--- config.mk ---
export PLATFORM = sky130hd
export DESIGN_NAME = fpga_led_status_ctrl
export DESIGN_NICKNAME = d
export VERILOG_FILES = /design/src/rtl/fpga_led_status_ctrl.sv
export SDC_FILE = /design/constraint.sdc
export NUM_CORES = 1
export LEC_CHECK = 0
export BUFFER_PORTS_ARGS = -buffer_cell sky130_fd_sc_hd__buf_2
export CAP_MARGIN = 20
export CORE_UTILIZATION = 38
export CTS_CLUSTER_DIAMETER = 150
export DETAILED_ROUTE_END_ITERATION = 7
export GPL_TIMING_DRIVEN = 0
export PLACE_DENSITY = 0.67
export SETUP_SLACK_MARGIN = 0.3
export SLEW_MARGIN = 10
export SYNTH_ARGS = -nofsm -noshare
export SYNTH_HDL_FRONTEND = slang
export SYNTH_SLANG_ARGS = --single-unit
--- constraint.sdc ---
create_clock -name clk_i -period 2.4 [get_ports clk_i]
set_input_delay 0.36 -clock clk_i [delete_from_list [all_inputs] [get_ports clk_i]]
set_output_delay 0.36 -clock clk_i [all_outputs]
set_load 0.03 [all_outputs]
--- src/rtl/fpga_led_status_ctrl.sv ---
// fpga_led_status_ctrl: per-channel LED driver (off / heartbeat / PWM / event
// pulse-stretch) with a sticky end-of-program override. All LEDs are solid on
// after a passing program exit and blink fast after a failing one.
module fpga_led_status_ctrl #(
  parameter int NUM_LED = 4,
  parameter int CNT_W   = 27,
  parameter int PWM_W   = 8,
  parameter int PULSE_W = 24
) (
  input  logic                     clk_i,
  input  logic                     rst_ni,
  input  logic [2*NUM_LED-1:0]     mode_i,
  input  logic [PWM_W*NUM_LED-1:0] duty_i,
  input  logic [NUM_LED-1:0]       event_i,
  input  logic                     exit_valid_i,
  input  logic [31:0]              exit_value_i,
  output logic [NUM_LED-1:0]       led_o,
  output logic                     exit_fail_o
);

  localparam logic [1:0] MODE_OFF     = 2'b00;
  localparam logic [1:0] MODE_HEART   = 2'b01;
  localparam logic [1:0] MODE_PWM     = 2'b10;
  localparam logic [1:0] MODE_STRETCH = 2'b11;

  logic [CNT_W-1:0]   cnt_q;
  logic [PULSE_W-1:0] stretch_q [NUM_LED];
  logic [PULSE_W-1:0] stretch_d [NUM_LED];
  logic               exit_seen_q;
  logic               exit_fail_q;
  logic [NUM_LED-1:0] led_q;
  logic [NUM_LED-1:0] led_d;

  // Free-running counter shared by heartbeat, PWM and fail-blink; never stops.
  always_ff @(posedge clk_i or negedge rst_ni) begin
    if (!rst_ni) begin
      cnt_q <= '0;
    end else begin
      cnt_q <= cnt_q + 1'b1;
    end
  end

  // Per-channel next LED value and next stretch count, then the exit override.
  always_comb begin
    led_d = '0;
    for (int i = 0; i < NUM_LED; i++) begin
      stretch_d[i] = '0;
      case (mode_i[2*i +: 2])
        MODE_OFF: begin
          led_d[i] = 1'b0;
        end
        MODE_HEART: begin
          led_d[i] = cnt_q[CNT_W-1];
        end
        MODE_PWM: begin
          led_d[i] = (cnt_q[PWM_W-1:0] < duty_i[PWM_W*i +: PWM_W]);
        end
        MODE_STRETCH: begin
          if (event_i[i]) begin
            stretch_d[i] = '1;
          end else if (stretch_q[i] != '0) begin
            stretch_d[i] = stretch_q[i] - 1'b1;
          end else begin
            stretch_d[i] = '0;
          end
          led_d[i] = event_i[i] | (stretch_q[i] != '0);
        end
        default: begin
          led_d[i] = 1'b0;
        end
      endcase
    end
    if (exit_seen_q) begin
      if (exit_fail_q) begin
        led_d = {NUM_LED{cnt_q[CNT_W-3]}};
      end else begin
        led_d = '1;
      end
    end
  end

  // Stretch counters; they keep running under the override but are hidden by it.
  always_ff @(posedge clk_i or negedge rst_ni) begin
    if (!rst_ni) begin
      for (int i = 0; i < NUM_LED; i++) begin
        stretch_q[i] <= '0;
      end
    end else begin
      for (int i = 0; i < NUM_LED; i++) begin
        stretch_q[i] <= stretch_d[i];
      end
    end
  end

  // Capture only the first program exit; later exits are ignored until reset.
  always_ff @(posedge clk_i or negedge rst_ni) begin
    if (!rst_ni) begin
      exit_seen_q <= 1'b0;
      exit_fail_q <= 1'b0;
    end else if (exit_valid_i && !exit_seen_q) begin
      exit_seen_q <= 1'b1;
      exit_fail_q <= (exit_value_i != 32'd0);
    end
  end

  // Registered LED drive, one cycle behind the mode/override decision.
  always_ff @(posedge clk_i or negedge rst_ni) begin
    if (!rst_ni) begin
      led_q <= '0;
    end else begin
      led_q <= led_d;
    end
  end

  assign led_o       = led_q;
  assign exit_fail_o = exit_fail_q;

endmodule

==> key figures <==
Worst hold path
  • HP Class: primary input to flip-flop

Yosys
  • Netlist Area Pre-Place: 6970 sq um
  • Mean Syn Cell Area: 9.80 sq um
  • Post-synth EDFFs: 0
  • Yosys reg bits: 129
  • Yosys warnings: 0
  • Top-area cell type share of the netlist area: 0.463
  • Cells after synthesis: 711
  • Synthesized Nets: 827
  • Synth area leader: dfrtp_1
  • Synth top area cells: dfrtp_1 (46%), xnor2_1 (8.4%), ha_1 (6.6%)
  • Top_reg_cell synth: dfrtp_1
  • Post-synth ARST share: 1.00
  • Post-synthesis sequential area ratio: 0.463
  • Yosys cell types: 47

Placement
  • Port bufs: 83
  • Routability cong.: 0.811
  • Placed instance count: 1024
  • DPL Wire Length: 11300 microns
  • Post-DP Area: 7720 sq um

Worst setup path
  • Setup CP Type: flip-flop to flip-flop
  • CP required: 2730 ps
  • CP arrival: 2410 ps
  • Crit path launch type: flip-flop
  • Crit end category: flip-flop
  • CP Max Fanout: 6

Power
  • Worst ir drop on vdd: 0.563 mV
  • Total design power: 6.07 mW
  • P per Cell Area: 695 nW/um^2
  • P_leak: 3.98 nW

Detailed routing
  • Routed wire length: 16600 microns
  • DRT iter0 DRCs: 314
  • Wirelength per Cell: 15.4 microns
  • Drt pass-1 iters: 4
  • Drt via density: 5.30
  • Vias after detailed routing: 5699
  • # DRC: 0
  • Post-DRT Antenna Nets: 0

STA
  • Hold WS: 156 ps
  • Final worst path period need: 2080 ps
  • Final Hold Viols: 0
  • Slew headroom: 0.565
  • Period utilisation layout: 0.867
  • Clock Skew: 9.11 ps
  • Fmax: 480 MHz
  • Worst Max-Slew Pin Slew: 647 ps
  • Final setup violation count: 0
  • Max Slew Vio Count: 0
  • RSZ-0062 raised after global routing: true

Global route
  • Largest net degree at the start of global routing: 71
  • First-pass GRT wire length: 27200 microns
  • Number of global-route vias before repair: 5651
  • Overflow after GRT: 0
  • Antenna violations before repair: 0
  • GRT Total Usage: 0.188

Die
  • Core ar.: 18000 sq um
  • Starting Density: 0.388
  • Die area: 18900 sq um
  • Ports: 84
  • Die width: 137 microns
  • Placement row count: 49
  • DIE HEIGHT: 137 microns

Clocking
  • Clock Tree Buf Depth: 2
  • H-tree lvl count: 4
  • CTS Sinks: 129
  • CTS tree: built
  • Clk_lat worst skew: 410 ps
  • Total CTS buffers: 17
  • Clk root buf: clkbuf_16
  • Clock slew at reported path FFs: 50 ps

Finish
  • Share of layout cells above drive strength 1: 0.215
  • Ant diodes: 0
  • Final nets: 954
  • Area Growth Syn to Fin: 25.2%
  • Final instance area: 8720 sq um
  • Non-filler instance count after layout: 1076
  • Fin util: 0.486

Status
  • Status: complete, no violations

Flow run
  • Max cap viols: 0
critical path: stages, from the launching register on:
cell	delay [ps]
dfrtp_1	370
or4_4	540
buf_8	150
nor4_4	260
nand2_2	90
or4_1	400
a31oi_1	180
layout by cell type, fill, tap and decap left out, drive strengths merged, types with 6 or more instances in the layout:
| cell type | netlist | routed |
|---|---|---|
| or4 | 9 | 9 |
| or3 | 8 | 8 |
| nor4 | 34 | 34 |
| inv | 48 | 48 |
| xor2 | 34 | 34 |
| nor3 | 38 | 38 |
| dfrtp | 129 | 129 |
| o31ai | 7 | 7 |
| nand2 | 33 | 33 |
| o21ai | 6 | 6 |
| buf | 7 | 115 |
| a21oi | 92 | 92 |
| nor2 | 40 | 40 |
| xnor2 | 67 | 67 |
| a31oi | 14 | 14 |
| ha | 37 | 37 |
| and4 | 6 | 6 |
| nand4 | 18 | 18 |
| nand3 | 22 | 22 |
| clkbuf | 14 | 35 |
synthesized netlist by cell type, types with 5 or more instances:
library cell	n
nor4_1	30
o31ai_1	7
inv_1	48
nor2_1	40
and4_1	6
xor2_1	34
o21ai_0	6
a2111oi_0	5
dfrtp_1	129
ha_1	37
nor3_1	38
nand2_1	32
or4_1	7
buf_2	6
clkbuf_1	14
xnor2_1	67
a21oi_1	92
nand3_1	22
a31oi_1	14
or3_1	8
nand4_1	18
and3_1	5
where the power goes:
group | total, mW | internal (mW) | leakage [nW] | switching (mW)
sequential | 2.42 | 2.28 | 1.70 | 0.131
clock | 2.72 | 1.82 | 0.304 | 0.903
combinational | 0.927 | 0.417 | 1.97 | 0.509
total | 6.07 | 4.52 | 3.98 | 1.54
path summary, 6_finish.rpt:
check                         startpoint  slack [ps]  cells past startpoint             to
setup / recovery           stretch_q[79]         320                      6  stretch_q[92]
hold / removal              exit_valid_i         160                      2    exit_fail_o
setup reg to reg           stretch_q[79]         320                      6  stretch_q[92]
hold reg to reg                cnt_q[25]         470                      1      cnt_q[25]
max in group asynchronous         rst_ni        1170                      3  stretch_q[64]
min in group asynchronous         rst_ni         480                      2  stretch_q[76]
logic make-up (layout without fill, tap and decap cells):
group                      after synthesis  count (layout)  share of synthesized area
buffers and inverters                   69             205                     0.0393
DFF                                    129             129                      0.463
and+or+nand+nor                        237             237                      0.189
xor gates and xnor gates               101             101                      0.127
AOI/OAI and AO/OA                      138             138                      0.115
adders and majority gates               37              37                     0.0665
final cells by class:
type / count / area (sq um)
Multi-Input combinational cell: 513 / 3650
Buffer: 21 / 131
Tap cell: 229 / 287
Inverter: 48 / 180
Clock buffer: 22 / 484
Fill cell: 1703 / 9240
Timing Repair Buffer: 108 / 632
Clock inverter: 6 / 130
Sequential cell: 129 / 3230
registers in the layout, summed over array words and instances (netlist names):
name and count:
stretch_q 96, cnt_q 27, led_o 4, exit_fail_o 1, exit_seen_q 1
metal layers:
metal / part of all wire / global-route usage / up-vias
li1: - / - / 2807
met1: 0.46 / 0.244 / 2741
met2: 0.48 / 0.302 / 127
met3: 0.044 / 0.0427 / 24
met4: 0.022 / 0.0757 / 0
met5: 0 / 0 / -
metrics by stage:
step	setup WS, ps	setup TNS [ps]
6_report	318	0
5_1_grt	226	0
4_1_cts	300	0
3_5_place_dp	2.14	0
3_3_place_gp	-846	-107980
2_1_floorplan	307	0
repair_timing:
action / 4_1_cts / 5_1_grt
endpoints found under the setup margin: 85 / 76
hold endpoints to repair: 59 / 0
hold buffers: 1 / 0
setup buffers: 12 / 11
pin swaps: 7 / 6
resized for setup: 20 / 26
No activity file was read; power rests on OpenSTA's default activity.
